**config.mk**
```make
export PLATFORM = sky130hd
export DESIGN_NAME = stack_seq
export DESIGN_NICKNAME = d
export VERILOG_FILES = /design/src/rtl/cpu_pkg.sv /design/src/rtl/reg_sel_decode.sv /design/src/rtl/stack_seq.sv
export SDC_FILE = /design/constraint.sdc
export NUM_CORES = 1
export LEC_CHECK = 0
export ABC_AREA = 1
export CORE_MARGIN = 2
export CORE_UTILIZATION = 47
export CTS_CLUSTER_SIZE = 16
export DETAILED_ROUTE_END_ITERATION = 8
export PLACE_DENSITY = 0.92
export REMOVE_ABC_BUFFERS = 1
export SLEW_MARGIN = 10
export SYNTH_ARGS = -nofsm -noshare
export SYNTH_HDL_FRONTEND = slang
export SYNTH_HIERARCHICAL = 1
export SYNTH_SLANG_ARGS = --single-unit
```
**constraint.sdc**
```tcl
create_clock -name clk -period 4.2 [get_ports clk]
set_clock_uncertainty 0.2 [all_clocks]
set_input_delay 0.84 -clock clk [delete_from_list [all_inputs] [get_ports clk]]
set_output_delay 0.84 -clock clk [all_outputs]
set_load 0.05 [all_outputs]
```
**src/rtl/cpu_pkg.sv**
```systemverilog
`default_nettype none
// ============================================================================
//  Module      : cpu_pkg
//  Description : Shared CPU definitions: register codes, stack opcodes and
//                the state encoding of the PUSH/POP sequencer.
//  Revision    : 1.0 - initial release
// ============================================================================
package cpu_pkg;

  // Register codes carried on reg_sel
  localparam logic [2:0] REG_R0 = 3'd1;
  localparam logic [2:0] REG_BP = 3'd2;
  localparam logic [2:0] REG_SP = 3'd3;
  localparam logic [2:0] REG_R1 = 3'd4;

  // Stack opcodes
  localparam logic OP_PUSH = 1'b0;
  localparam logic OP_POP  = 1'b1;

  // One-hot register select positions, shared by decoder and its users
  localparam int SEL_R0 = 0;
  localparam int SEL_BP = 1;
  localparam int SEL_R1 = 2;

  // PUSH/POP sequencer states
  typedef enum logic [2:0] {
    ST_IDLE = 3'd0,
    ST_DEC  = 3'd1,
    ST_ADDR = 3'd2,
    ST_XFER = 3'd3,
    ST_INC  = 3'd4,
    ST_FIN  = 3'd5,
    ST_FLT  = 3'd6
  } stack_state_t;

endpackage
`default_nettype wire

```
**src/rtl/reg_sel_decode.sv**
```systemverilog
`default_nettype none
// ============================================================================
//  Module      : reg_sel_decode
//  Description : Decodes a 3-bit register code into a one-hot {r1, bp, r0}
//                select plus a valid flag. sp and unused codes are invalid
//                for bus transfers through this path.
//  Ports       : reg_code   - register code (REG_* in cpu_pkg)
//                reg_onehot - one-hot select, bit positions SEL_* in cpu_pkg
//                reg_valid  - 1 when reg_code names r0, bp or r1
//  Revision    : 1.0 - initial release
// ============================================================================
module reg_sel_decode
  import cpu_pkg::*;
(
  input  logic [2:0] reg_code,
  output logic [2:0] reg_onehot,
  output logic       reg_valid
);

  always_comb begin
    reg_onehot = 3'b000;
    reg_valid  = 1'b0;
    case (reg_code)
      REG_R0: begin
        reg_onehot[SEL_R0] = 1'b1;
        reg_valid          = 1'b1;
      end
      REG_BP: begin
        reg_onehot[SEL_BP] = 1'b1;
        reg_valid          = 1'b1;
      end
      REG_R1: begin
        reg_onehot[SEL_R1] = 1'b1;
        reg_valid          = 1'b1;
      end
      default: begin
        reg_onehot = 3'b000;
        reg_valid  = 1'b0;
      end
    endcase
  end

endmodule
`default_nettype wire

```
**src/rtl/stack_seq.sv**
```systemverilog
`default_nettype none
// ============================================================================
//  Module      : stack_seq
//  Description : PUSH/POP execute sequencer for the shared 16-bit bus.
//                Stack grows downward; SP points at the last pushed word.
//                PUSH: DEC -> ADDR -> XFER -> FIN  (pre-decrement)
//                POP : ADDR -> XFER -> INC -> FIN  (post-increment)
//                Illegal register, full or empty stack: FLT (done+fault).
//  Ports       : clk, reset (async, active-low)
//                start/op/reg_sel - request, sampled only in IDLE
//                sp_val           - SP contents, checked at acceptance
//                idr_*/edr_*      - register load / drive enables
//                edr_sp, sp_dec, sp_inc, iaddr, iram, eram - datapath strobes
//                busy, done, fault - sequencer status
//  Revision    : 1.0 - initial release
// ============================================================================
module stack_seq
  import cpu_pkg::*;
#(
  parameter logic [15:0] STACK_TOP   = 16'hFFFF,
  parameter logic [15:0] STACK_LIMIT = 16'hFF00
) (
  input  logic        clk,
  input  logic        reset,
  input  logic        start,
  input  logic        op,
  input  logic [2:0]  reg_sel,
  input  logic [15:0] sp_val,
  output logic        idr_0,
  output logic        idr_bp,
  output logic        idr_1,
  output logic        edr_0,
  output logic        edr_bp,
  output logic        edr_1,
  output logic        edr_sp,
  output logic        sp_dec,
  output logic        sp_inc,
  output logic        iaddr,
  output logic        iram,
  output logic        eram,
  output logic        busy,
  output logic        done,
  output logic        fault
);

  stack_state_t state_q, state_d;
  logic         op_q, op_d;
  logic [2:0]   sel_q, sel_d;

  logic [2:0]   idr_q, idr_d;
  logic [2:0]   edr_q, edr_d;
  logic         edr_sp_q, edr_sp_d;
  logic         sp_dec_q, sp_dec_d;
  logic         sp_inc_q, sp_inc_d;
  logic         iaddr_q, iaddr_d;
  logic         iram_q, iram_d;
  logic         eram_q, eram_d;
  logic         busy_q, busy_d;
  logic         done_q, done_d;
  logic         fault_q, fault_d;

  logic [2:0]   dec_onehot;
  logic         dec_valid;

  reg_sel_decode u_reg_sel_decode (
    .reg_code   (reg_sel),
    .reg_onehot (dec_onehot),
    .reg_valid  (dec_valid)
  );

  // Next-state logic
  always_comb begin
    state_d = state_q;
    op_d    = op_q;
    sel_d   = sel_q;
    case (state_q)
      ST_IDLE: begin
        if (start) begin
          op_d  = op;
          sel_d = dec_onehot;
          if (!dec_valid)
            state_d = ST_FLT;
          else if ((op == OP_PUSH) && (sp_val == STACK_LIMIT))
            state_d = ST_FLT;
          else if ((op == OP_POP) && (sp_val == STACK_TOP))
            state_d = ST_FLT;
          else
            state_d = (op == OP_PUSH) ? ST_DEC : ST_ADDR;
        end
      end
      ST_DEC:  state_d = ST_ADDR;
      ST_ADDR: state_d = ST_XFER;
      ST_XFER: state_d = (op_q == OP_PUSH) ? ST_FIN : ST_INC;
      ST_INC:  state_d = ST_FIN;
      ST_FIN:  state_d = ST_IDLE;
      ST_FLT:  state_d = ST_IDLE;
      default: state_d = ST_IDLE;
    endcase
  end

  // Outputs are decoded from the upcoming state so that every strobe is a
  // flop output aligned with the state it belongs to.
  always_comb begin
    idr_d    = 3'b000;
    edr_d    = 3'b000;
    edr_sp_d = 1'b0;
    sp_dec_d = 1'b0;
    sp_inc_d = 1'b0;
    iaddr_d  = 1'b0;
    iram_d   = 1'b0;
    eram_d   = 1'b0;
    done_d   = 1'b0;
    fault_d  = 1'b0;
    busy_d   = (state_d != ST_IDLE);
    case (state_d)
      ST_DEC:  sp_dec_d = 1'b1;
      ST_ADDR: begin
        edr_sp_d = 1'b1;
        iaddr_d  = 1'b1;
      end
      ST_XFER: begin
        if (op_d == OP_PUSH) begin
          edr_d  = sel_d;
          iram_d = 1'b1;
        end else begin
          idr_d  = sel_d;
          eram_d = 1'b1;
        end
      end
      ST_INC:  sp_inc_d = 1'b1;
      ST_FIN:  done_d = 1'b1;
      ST_FLT: begin
        done_d  = 1'b1;
        fault_d = 1'b1;
      end
      default: begin
        busy_d = (state_d != ST_IDLE);
      end
    endcase
  end

  always_ff @(posedge clk or negedge reset) begin
    if (!reset) begin
      state_q  <= ST_IDLE;
      op_q     <= OP_PUSH;
      sel_q    <= 3'b000;
      idr_q    <= 3'b000;
      edr_q    <= 3'b000;
      edr_sp_q <= 1'b0;
      sp_dec_q <= 1'b0;
      sp_inc_q <= 1'b0;
      iaddr_q  <= 1'b0;
      iram_q   <= 1'b0;
      eram_q   <= 1'b0;
      busy_q   <= 1'b0;
      done_q   <= 1'b0;
      fault_q  <= 1'b0;
    end else begin
      state_q  <= state_d;
      op_q     <= op_d;
      sel_q    <= sel_d;
      idr_q    <= idr_d;
      edr_q    <= edr_d;
      edr_sp_q <= edr_sp_d;
      sp_dec_q <= sp_dec_d;
      sp_inc_q <= sp_inc_d;
      iaddr_q  <= iaddr_d;
      iram_q   <= iram_d;
      eram_q   <= eram_d;
      busy_q   <= busy_d;
      done_q   <= done_d;
      fault_q  <= fault_d;
    end
  end

  assign idr_0  = idr_q[SEL_R0];
  assign idr_bp = idr_q[SEL_BP];
  assign idr_1  = idr_q[SEL_R1];
  assign edr_0  = edr_q[SEL_R0];
  assign edr_bp = edr_q[SEL_BP];
  assign edr_1  = edr_q[SEL_R1];
  assign edr_sp = edr_sp_q;
  assign sp_dec = sp_dec_q;
  assign sp_inc = sp_inc_q;
  assign iaddr  = iaddr_q;
  assign iram   = iram_q;
  assign eram   = eram_q;
  assign busy   = busy_q;
  assign done   = done_q;
  assign fault  = fault_q;

endmodule
`default_nettype wire
```
# ---- Yosys cells after proc, flatten, opt, wreduce, memory -nomap -nowiden
# Cells that the tools add are included.
dict set report totals {
  ff_bits 21
  output_inout_bits 15
}
dict set report op_classes {
  n_reduce_logical 6
  mux 28
  eq_ne 15
  bitwise_logic 1
}
# cell count
set ops {}
lappend ops {{equality test 16 bit, second input constant} 2}
lappend ops {{2-to-1 mux 3 bit} 10}
lappend ops {{2-to-1 mux 1 bit} 16}
lappend ops {{equality test 3 x 2 -> 1 bit, second input constant} 5}
lappend ops {{equality test 3 bit, second input constant} 5}
lappend ops {{case mux 3 bit (5 select lines)} 1}
lappend ops {{equality test 3 x 1 -> 1 bit, second input constant} 3}
lappend ops {{zero test 3 bit} 1}
lappend ops {{nonzero test 3 bit} 1}
lappend ops {{OR reduction 3 bit} 1}
lappend ops {{logical AND 1 bit} 2}
lappend ops {{2-to-1 mux 2 bit} 1}
lappend ops {{OR reduction 2 bit} 1}
lappend ops {{inverter 1 bit} 1}

# ---- Logic depth before layout (Yosys ltp)
# Gate-level depths: netlist of the first run.
dict set report logic_depth {
  ltp_word 10
  mapped_depth 11
  depth_no_buf 11
}

# ---- Modules after synthesis
# The synthesis of the first run kept the hierarchy.
# mod n_inst cells_per_inst seq_area_each_um2 area_per_inst_um2
set by_module_without_submodules {}
lappend by_module_without_submodules {stack_seq 1 113 525.5 996.0}
lappend by_module_without_submodules {reg_sel_decode 1 11 0.0 48.8}

# ---- Worst setup path after synthesis of the first run
# OpenSTA, ideal clock, no wires.
dict set report synth_path {
  path_type {input -> register}
  from {input port reg_sel[0]}
  to {register done_q, in the netlist done}
  t_required_ns 3.876
  t_arrival_ns 1.633
  setup_time_ns 0.124
  cell_stages 9
  n_path_buf 0
  setup_slack_ns 2.243
  path_cell_list {nor2_1 > nand2_1 > nand3_2 > inv_1 > nor2_1 > nand2_1 > nand3_2 > inv_2 > or2_1}
}
dict set report synth_via {
  elab_chain_len 9
  word_cells_on_any_way 12
  classes_between {eq/ne: 5; mux: 5; reduce/logical: 2}
}
# item line
set synth_rtl {}
lappend synth_rtl {{start: declaration} stack_seq.sv:27} ;# input logic [2:0] reg_sel,
lappend synth_rtl {{equality test 3 x 2 -> 1 bit, or another cell as far along} reg_sel_decode.sv:23} ;# case (reg_code)
lappend synth_rtl {{OR reduction 3 bit (no source line) *} --}
lappend synth_rtl {{2-to-1 mux 1 bit *} reg_sel_decode.sv:23}
lappend synth_rtl {{via dec_valid} stack_seq.sv:63} ;# logic dec_valid;
lappend synth_rtl {{2-to-1 mux 3 bit *} stack_seq.sv:81} ;# if (!dec_valid)
lappend synth_rtl {{2-to-1 mux 3 bit *} stack_seq.sv:78} ;# if (start) begin
lappend synth_rtl {{case mux 3 bit (5 select lines) *} stack_seq.sv:76} ;# case (state_q)
lappend synth_rtl {{equality test 3 bit} stack_seq.sv:115} ;# case (state_d)
lappend synth_rtl {{OR reduction 2 bit (no source line) *} --}
lappend synth_rtl {{2-to-1 mux 1 bit *} stack_seq.sv:115}
lappend synth_rtl {{via done_d} stack_seq.sv:59} ;# logic done_q, done_d;
lappend synth_rtl {{end signal: assignment} stack_seq.sv:171} ;# done_q <= done_d;
lappend synth_rtl {{end: declaration} stack_seq.sv:59}
# The timed path passes the listed nets; every way through them passes the cells marked *.

# ---- Worst setup path in the final report of the first run
dict set report layout_path {
  from {register iaddr_q, in the netlist iaddr}
  to {output port iaddr}
}
# item line
set layout_rtl {}
lappend layout_rtl {{start: declaration} stack_seq.sv:55} ;# logic iaddr_q, iaddr_d;
lappend layout_rtl {{start signal: assignment} stack_seq.sv:167} ;# iaddr_q <= iaddr_d;
lappend layout_rtl {{end: declaration} stack_seq.sv:38} ;# output logic iaddr,
# No word-level cell between the ends.

==> results.json, run 1 <==
{
  "syn2layout_area_growth_pct": 40.7,
  "starting_density_pct": 48.6,
  "groute.usage.overall_pct": 18.3,
  "multi_input_area_um2": 402,
  "ys_ff_latch": 21,
  "pin_count": 38,
  "die-height_um": 51.1,
  "path_max_fanout": 2,
  "totalPowerFinal_w": 0.000875,
  "post-cts-setup-buffer-count": 0,
  "netlist_instances": 124,
  "criticalPathCategory": "reg2out",
  "netlist-cell-type-count": 20,
  "final_common_cell": "sky130_fd_sc_hd__clkdlybuf4s50_1",
  "pre_cts_ws_ns": 1.65,
  "power.ir.vdd_worst_mv": 0.356,
  "clk_transition_reported_paths_ns": 0.11,
  "final_number_of_hold_violating_endpoints": 0,
  "critPathCaptureType": "output port",
  "fmax_mhz": 396,
  "bufs_and_invs_on_worst_path": 1,
  "leakagePower_nw": 0.765,
  "fp.dieArea_um2": 2620,
  "final.period_utilization_pct": 60.1,
  "layout_common_cells": "sky130_fd_sc_hd__clkdlybuf4s50_1 (37), sky130_fd_sc_hd__nand2_1 (27), sky130_fd_sc_hd__dfrtp_1 (21)",
  "busiest_layer": "met2",
  "row_count": 17,
  "cts_h_tree_depth": 1,
  "totalWireLength_mm": 1.99,
  "fin_nets": 188,
  "clock_sink_total": 21,
  "grt.met3_usage_pct": 3.51,
  "number_of_antenna_diodes": 0,
  "setup-violations-final": 0,
  "cts_tree": "built",
  "fill_cells": 179,
  "grt_start_max_net_pins": 22,
  "numCtsBuffers": 3,
  "critical-path-slowest-cell": "sky130_fd_sc_hd__clkdlybuf4s50_1",
  "initialDrtViolationCount": 6,
  "yosys.area.top_type": "sky130_fd_sc_hd__dfrtp_1",
  "vias_in_the_first_global_route": 867,
  "die_width_um": 51.1,
  "netlist_top_cells_area": "sky130_fd_sc_hd__dfrtp_1 (50%), sky130_fd_sc_hd__nand2_1 (9.7%), sky130_fd_sc_hd__nor2_1 (6.1%)",
  "source_to_sink_clock_delay_at_the_later_pin_of_the_worst_skew_pair_ns": 0.31,
  "worst_hold_path_class": "reg2reg",
  "synth_top_area_share_pct": 50.3,
  "final-seq-area_um2": 526,
  "core_area_um2": 2150,
  "postRouteAntennaNets": 0,
  "detail_route.drc_violations": 0,
  "synth.yosys.seq_area_share_pct": 50.3,
  "routabilityCongestion": 0.745,
  "max_stage_delay_ns": 0.81,
  "clockRootBuffer": "sky130_fd_sc_hd__clkbuf_4",
  "drv.max_cap_violation_count": 0,
  "tightest_slew_ns": 0.886,
  "final.setup.tns_ns": 0,
  "critical_path.top_delay_family": "buffers and inverters",
  "dr_total_vias": 880,
  "drt-vias-per-instance": 4.58,
  "drv_slew": 0,
  "wire_per_inst_um": 10.3,
  "antenna_found_initial": 0,
  "slew_headroom_pct": 40.7,
  "avgSynthCellArea_um2": 8.43,
  "critPathArrivalTime_ns": 1.48,
  "max-clock-path-buffers": 2,
  "global_route_congestion_overflow_total": 0,
  "grt_setup_unrepaired": "false",
  "drt_pass1_iterations": 4,
  "final.min_clock_period_ns": 2.52,
  "netlist_area_pre_place_um2": 1040,
  "cts_hold_buffers_added": 0,
  "global_route_wire_length_before_repair_mm": 3.48,
  "required_ns": 3.16,
  "cp-start-kind": "flip-flop",
  "critical_path.cell_chain": "clkdlybuf4s50_1",
  "yosys_warnings": 6,
  "use_met1_pct": 18.7,
  "fin_ws_ns": 1.68,
  "run_status": "finished clean",
  "met2_usage_pct": 34.6,
  "power.density_cell_area_nw_per_um2": 595,
  "dp_hpwl_mm": 1.66,
  "final_layout_size_suffix_gt1_share_pct": 21.3,
  "port_buffers": 37,
  "postCtsResizedCells": 0
}
[per-layer routing]
layer,part of all wire [%],wire length [um]
met3,5.1,102
met5,0,0
met4,1.6,31
met2,56,1120
met1,37,737
[final cells by class]
cell class | instances | area share [%]
inverters | 28 | 7.49
repair buffers | 37 | 25.2
well taps | 28 | 2.38
flip-flops and latches | 21 | 35.7
clock inverters | 1 | 0.340
multi-input cells | 74 | 27.3
clock buffers | 3 | 1.53
[worst paths after layout]
kind	slack (ns)	endpoint	startpoint	depth (start not counted)
min	0.38	op_q	op_q	2
max reg2reg	2.75	sp_inc	state_q[1]	8
max in group asynchronous	2.44	sp_dec	reset	1
min in group asynchronous	0.82	idr_q[0]	reset	1
max	1.68	iaddr	iaddr	1
min reg2reg	0.38	op_q	op_q	2
[cells in the mapped netlist, drive strengths merged]
cell     n
buf      1
dfrtp   21
inv     28
nand2   33
nand3    6
nand4    2
nor2    22
o21ai    6
o21bai   1
or2      4
[flip-flops by register name (all words and copies together), names as in the netlist, 3 cells and up]
signal,count
state_q,3
sel_q,3
idr_q,3
edr_q,3
[power breakdown]
group / total, W / switching, W / internal, W
Combinational: 0.000489 / 0.000323 / 0.000165
Clock: 0.0000959 / 0.0000603 / 0.0000356
Sequential: 0.000290 / 0.0000232 / 0.000267
[per-stage QoR]
stage / util (%) / cell area [um^2] / std cells / hold slack, ns
floorplan: - / 1040 / 123 / 0.332
global placement: 67.2 / 1440 / 188 / 0.349
detailed placement: 67.2 / 1440 / 188 / 0.365
CTS: 68.4 / 1470 / 192 / 0.383
global route: 68.4 / 1470 / 192 / 0.392
finish: 68.4 / 1470 / 192 / 0.379
[cells by family (layout without fill, tap and decap cells)]
kind of cell / count (synthesis) / after routing / share of synthesized area, %
compound gates: 7 / 7 / 5.75
simple gates: 67 / 67 / 32.7
buf+inv: 29 / 69 / 11.3
flops: 21 / 21 / 50.3
(Power assumes the default switching activity.)
==> run 2, diff against run 1 <==
Settings changed: CORE_UTILIZATION 47 to 43, PLACE_DENSITY 0.92 to 0.86.
Clock period 4.2 ns to 2.38 ns, I/O delays scaled along.
==> run 2 against run 1 <==
Effect of this change: final area grew 0.51%; critical path depth is the same; combinational power grew 76%; global-route usage shrank 0.69 points; core utilization shrank 2.9 points; cell count grew 0.52%; non-clock buffer count grew 1.
==> results.json, run 2 (synthesis gave the netlist of run 1 again) <==
{
  "final-seq-area_um2": 526,
  "clk_transition_reported_paths_ns": 0.11,
  "dp_hpwl_mm": 1.86,
  "intPower_w": 0.000827,
  "cts_h_tree_depth": 1,
  "critical_path.top_delay_family": "buffers and inverters",
  "antenna_found_initial": 0,
  "power.ir.vdd_worst_mv": 0.615,
  "max-clock-path-buffers": 2,
  "sw_frac_of_total_pct": 46.5,
  "starting_density_pct": 46.3,
  "drv_slew": 0,
  "power.switching_w": 0.000718,
  "global_route_congestion_overflow_total": 0,
  "criticalPathCategory": "reg2out",
  "final.min_clock_period_ns": 2.16,
  "pwr-share-clk_pct": 10.9,
  "run_status": "finished clean",
  "layout_common_cells": "sky130_fd_sc_hd__clkdlybuf4s50_1 (37), sky130_fd_sc_hd__nand2_1 (27), sky130_fd_sc_hd__dfrtp_1 (21)",
  "final_number_of_hold_violating_endpoints": 0,
  "drt_pass1_iterations": 4,
  "grt_setup_unrepaired": "false",
  "source_to_sink_clock_delay_at_the_later_pin_of_the_worst_skew_pair_ns": 0.30,
  "bufs_and_invs_on_worst_path": 1,
  "worst-r2r-cell-count": 8,
  "critical_path.cell_chain": "clkdlybuf4s50_1",
  "global_route_wire_length_before_repair_mm": 3.47,
  "core_area_um2": 2250,
  "vias_in_the_first_global_route": 852,
  "grt_start_max_net_pins": 22,
  "p_comb_share_pct": 55.8,
  "clock_sink_total": 21,
  "dr_total_vias": 882,
  "post-cts-setup-buffer-count": 0,
  "r2r_setup_slack_ns": 0.88,
  "clockRootBuffer": "sky130_fd_sc_hd__clkbuf_4",
  "cts_hold_buffers_added": 0,
  "fp.dieArea_um2": 2840,
  "path_max_fanout": 2,
  "number_of_antenna_diodes": 0,
  "final.period_utilization_pct": 90.6,
  "required_ns": 1.70,
  "slew_headroom_pct": 66.1,
  "port_buffers": 37,
  "syn2layout_area_growth_pct": 41.4,
  "numCtsBuffers": 3,
  "cts_tree": "built",
  "setup-violations-final": 0,
  "die-height_um": 53.3,
  "final.setup.tns_ns": 0,
  "row_count": 17,
  "final_layout_size_suffix_gt1_share_pct": 21.8,
  "groute.usage.overall_pct": 17.6,
  "worst_hold_path_class": "in2async",
  "drt-vias-per-instance": 4.57,
  "max_stage_delay_ns": 0.81,
  "fmax_mhz": 464,
  "fin_nets": 189,
  "postRouteAntennaNets": 0,
  "tightest_slew_ns": 0.507,
  "critPathCaptureType": "output port",
  "wire_per_inst_um": 10.8,
  "die_width_um": 53.3,
  "critical-path-slowest-cell": "sky130_fd_sc_hd__clkdlybuf4s50_1",
  "critPathArrivalTime_ns": 1.48,
  "leakagePower_nw": 0.770,
  "postCtsResizedCells": 0,
  "drv.max_cap_violation_count": 0,
  "pin_count": 38,
  "final_common_cell": "sky130_fd_sc_hd__clkdlybuf4s50_1",
  "worst_reg2reg_startpoint": "state_q[1]",
  "share_seq_of_total_power_pct": 33.3,
  "routabilityCongestion": 0.747,
  "cp-start-kind": "flip-flop",
  "totalWireLength_mm": 2.09,
  "fill_cells": 207,
  "detail_route.drc_violations": 0,
  "endpoint_of_the_lowest_slack_register_to_register_path": "iaddr",
  "initialDrtViolationCount": 2,
  "power.density_cell_area_nw_per_um2": 1050,
  "multi_input_area_um2": 402,
  "hold_ws_ns": 0.305
}
run 2: area by class of cell:
| type | count | area share, % |
|---|---|---|
| tap | 28 | 2.37 |
| sequential | 21 | 35.6 |
| timing repair buffer | 38 | 25.6 |
| clock inverter | 1 | 0.339 |
| inverter | 28 | 7.45 |
| clock buffer | 3 | 1.52 |
| multi-input combinational | 74 | 27.2 |
run 2: worst max-delay path by stage:
stage	startpoint	end	slack, ns	cells past startpoint
after floorplan	reg_sel[0]	done	0.79	9
after global routing	iaddr	edr_sp	0.16	1
after detailed placement	reg_sel[2]	done	0.20	10
after global placement	reg_sel[0]	done	0.27	10
after CTS	iaddr	edr_sp	0.20	1
final	iaddr	edr_sp	0.22	1
run 2: per-layer routing:
layer / share of wire (%) / GRT usage [%] / vias up
li1: - / - / 446
met1: 34 / 14.4 / 416
met2: 62 / 37.0 / 16
met3: 2.4 / 3.95 / 4
met4: 1.3 / 8.55 / 0
met5: 0 / 0 / -
run 2: through the flow:
stage	area [um^2]	cells	worst slack (ns)	util [%]	total power, W
2_1_floorplan	1040	123	0.787	-	0.00114
3_3_place_gp	1450	189	0.267	64.3	0.00135
3_5_place_dp	1450	189	0.204	64.3	0.00140
4_1_cts	1480	193	0.202	65.5	0.00157
5_1_grt	1480	193	0.158	65.5	0.00166
6_report	1480	193	0.225	65.5	0.00154
run 2: power groups by stage:
stage	Sequential, W	Clock [W]	Combinational (W)
CTS	0.000518	0.000177	0.000874
global placement	0.000518	0	0.000832
global route	0.000526	0.000195	0.000941
floorplan	0.000721	0	0.000418
detailed placement	0.000526	0	0.000872
finish	0.000515	0.000168	0.000861
run 2: worst register-to-register path, delay by kind of cell, from the launching register on:
| family | cells | cell delay [ns] |
|---|---|---|
| simple gates | 5 | 0.49 |
| buf+inv | 3 | 0.30 |
| flops | 1 | 0.43 |
==> run 3, diff against run 2 <==
Settings changed: CORE_UTILIZATION 43 to 40, PLACE_DENSITY 0.86 to 0.81, REMOVE_ABC_BUFFERS 1 to unset.
==> run 3 against run 2 <==
Effect of this change: clock power is 2% lower; die area is 6.9% higher; highest routed layer unchanged; first-iteration DRC count grew to 3.5 times the previous value; largest power group unchanged; critical path depth did not move.
==> results.json, run 3 (synthesis gave the netlist of run 1 again) <==
{
  "run_status": "finished clean",
  "pin_count": 38,
  "cts_h_tree_depth": 1,
  "core_area_um2": 2480,
  "critical-path-slowest-cell": "sky130_fd_sc_hd__clkdlybuf4s50_1",
  "worst_reg2reg_startpoint": "state_q[1]",
  "fill_cells": 213,
  "final_common_cell": "sky130_fd_sc_hd__clkdlybuf4s50_1",
  "die_width_um": 55.1,
  "required_ns": 1.70,
  "slew_headroom_pct": 66.1,
  "syn2layout_area_growth_pct": 41.7,
  "source_to_sink_clock_delay_at_the_later_pin_of_the_worst_skew_pair_ns": 0.31,
  "final.setup.tns_ns": 0,
  "die-height_um": 55.1,
  "crit_path_start": "iaddr",
  "bufs_and_invs_on_worst_path": 1,
  "number_of_antenna_diodes": 0,
  "detail_route.drc_violations": 0,
  "final_number_of_hold_violating_endpoints": 0,
  "clockRootBuffer": "sky130_fd_sc_hd__clkbuf_4",
  "worst-r2r-cell-count": 8,
  "worst_hold_path_class": "in2async",
  "routabilityCongestion": 0.817,
  "critical_path.top_delay_family": "buffers and inverters",
  "drv.max_cap_violation_count": 0,
  "endpoint_of_the_lowest_slack_register_to_register_path": "edr_q[1]",
  "starting_density_pct": 42.2,
  "fin_nets": 189,
  "leakagePower_nw": 0.770,
  "postRouteAntennaNets": 0,
  "r2r_setup_slack_ns": 0.90,
  "clock_sink_total": 21,
  "postCtsResizedCells": 0,
  "grt_start_max_net_pins": 22,
  "numCtsBuffers": 3,
  "path_max_fanout": 2,
  "cts_hold_buffers_added": 0,
  "grt_setup_unrepaired": "false",
  "power.ir.vdd_worst_mv": 0.666,
  "global_route_congestion_overflow_total": 0,
  "drt_pass1_iterations": 4,
  "synthesis.nets": 147,
  "fmax_mhz": 462,
  "cp-start-kind": "flip-flop",
  "totalWireLength_mm": 1.88,
  "final.min_clock_period_ns": 2.16,
  "multi_input_area_um2": 402,
  "setup-violations-final": 0,
  "final.period_utilization_pct": 90.9,
  "power.density_cell_area_nw_per_um2": 1030,
  "clk_transition_reported_paths_ns": 0.11,
  "drt-vias-per-instance": 4.50,
  "worstSetupPathDepth": 1,
  "post-cts-setup-buffer-count": 0,
  "dp_hpwl_mm": 1.61,
  "final-seq-area_um2": 526,
  "row_count": 18,
  "pre_cts_ws_ns": 0.212,
  "critPathArrivalTime_ns": 1.49,
  "totalPowerFinal_w": 0.00153,
  "criticalPathCategory": "reg2out",
  "initialDrtViolationCount": 7,
  "critPathCaptureType": "output port",
  "global_route_wire_length_before_repair_mm": 3.24,
  "wire_per_inst_um": 9.63,
  "critical_path.cell_chain": "clkdlybuf4s50_1",
  "fin_ws_ns": 0.216,
  "layout_common_cells": "sky130_fd_sc_hd__clkdlybuf4s50_1 (37), sky130_fd_sc_hd__nand2_1 (27), sky130_fd_sc_hd__dfrtp_1 (21)",
  "vias_in_the_first_global_route": 852,
  "max_stage_delay_ns": 0.81,
  "drv_slew": 0,
  "port_buffers": 37,
  "max-clock-path-buffers": 2,
  "tightest_slew_ns": 0.507,
  "antenna_found_initial": 0,
  "groute.usage.overall_pct": 15.2,
  "critical_path.endpoint": "edr_sp",
  "fp.dieArea_um2": 3040,
  "cts_tree": "built",
  "dr_total_vias": 877,
  "final_layout_size_suffix_gt1_share_pct": 21.8
}
## run 3: cell counts in the layout (fill, tap and decap cells not counted)
No cell type changed its count.
## run 3: power by group
| group | leakage, nW | switching [W] | internal, W |
|---|---|---|---|
| logic | 0.479 | 0.000559 | 0.000292 |
| registers | 0.272 | 0.0000438 | 0.000472 |
| clock network | 0.0177 | 0.000102 | 0.0000629 |
| total | 0.770 | 0.000704 | 0.000827 |
## run 3: worst min-delay path by stage
| stage | start | endpoint | slack [ns] |
|---|---|---|---|
| after floorplan | reset | busy | -0.02 |
| after global placement | sel_q[1] | sel_q[1] | 0.35 |
| after detailed placement | sel_q[1] | sel_q[1] | 0.36 |
| after CTS | reset | eram | 0.31 |
| after global routing | reset | busy | 0.32 |
| final | reset | eram | 0.30 |
## run 3: final cells by class
class / instances / share of cell area, %
Tap cell: 30 / 2.54
Clock buffer: 3 / 1.52
Inverter: 28 / 7.44
Sequential cell: 21 / 35.5
Multi-Input combinational cell: 74 / 27.1
Timing Repair Buffer: 38 / 25.5
Clock inverter: 1 / 0.338
## run 3: through the flow
| stage | util [%] | std cells | instance area [um^2] | hold WS [ns] |
|---|---|---|---|---|
| after floorplan | - | 124 | 1040 | -0.0196 |
| after global placement | 58.6 | 191 | 1450 | 0.350 |
| after CTS | 59.7 | 195 | 1480 | 0.315 |
| after detailed placement | 58.6 | 191 | 1450 | 0.356 |
| after global routing | 59.7 | 195 | 1480 | 0.318 |
| final | 59.7 | 195 | 1480 | 0.305 |
## run 3: routing by layer
layer	part of all wire (%)	global-route usage [%]	routed length, um	up-vias
met4	3.5	11.8	66	0
li1	-	-	-	448
met2	53	28.4	991	42
met3	8.0	1.88	150	5
met5	0	0	0	-
met1	36	15.0	670	382
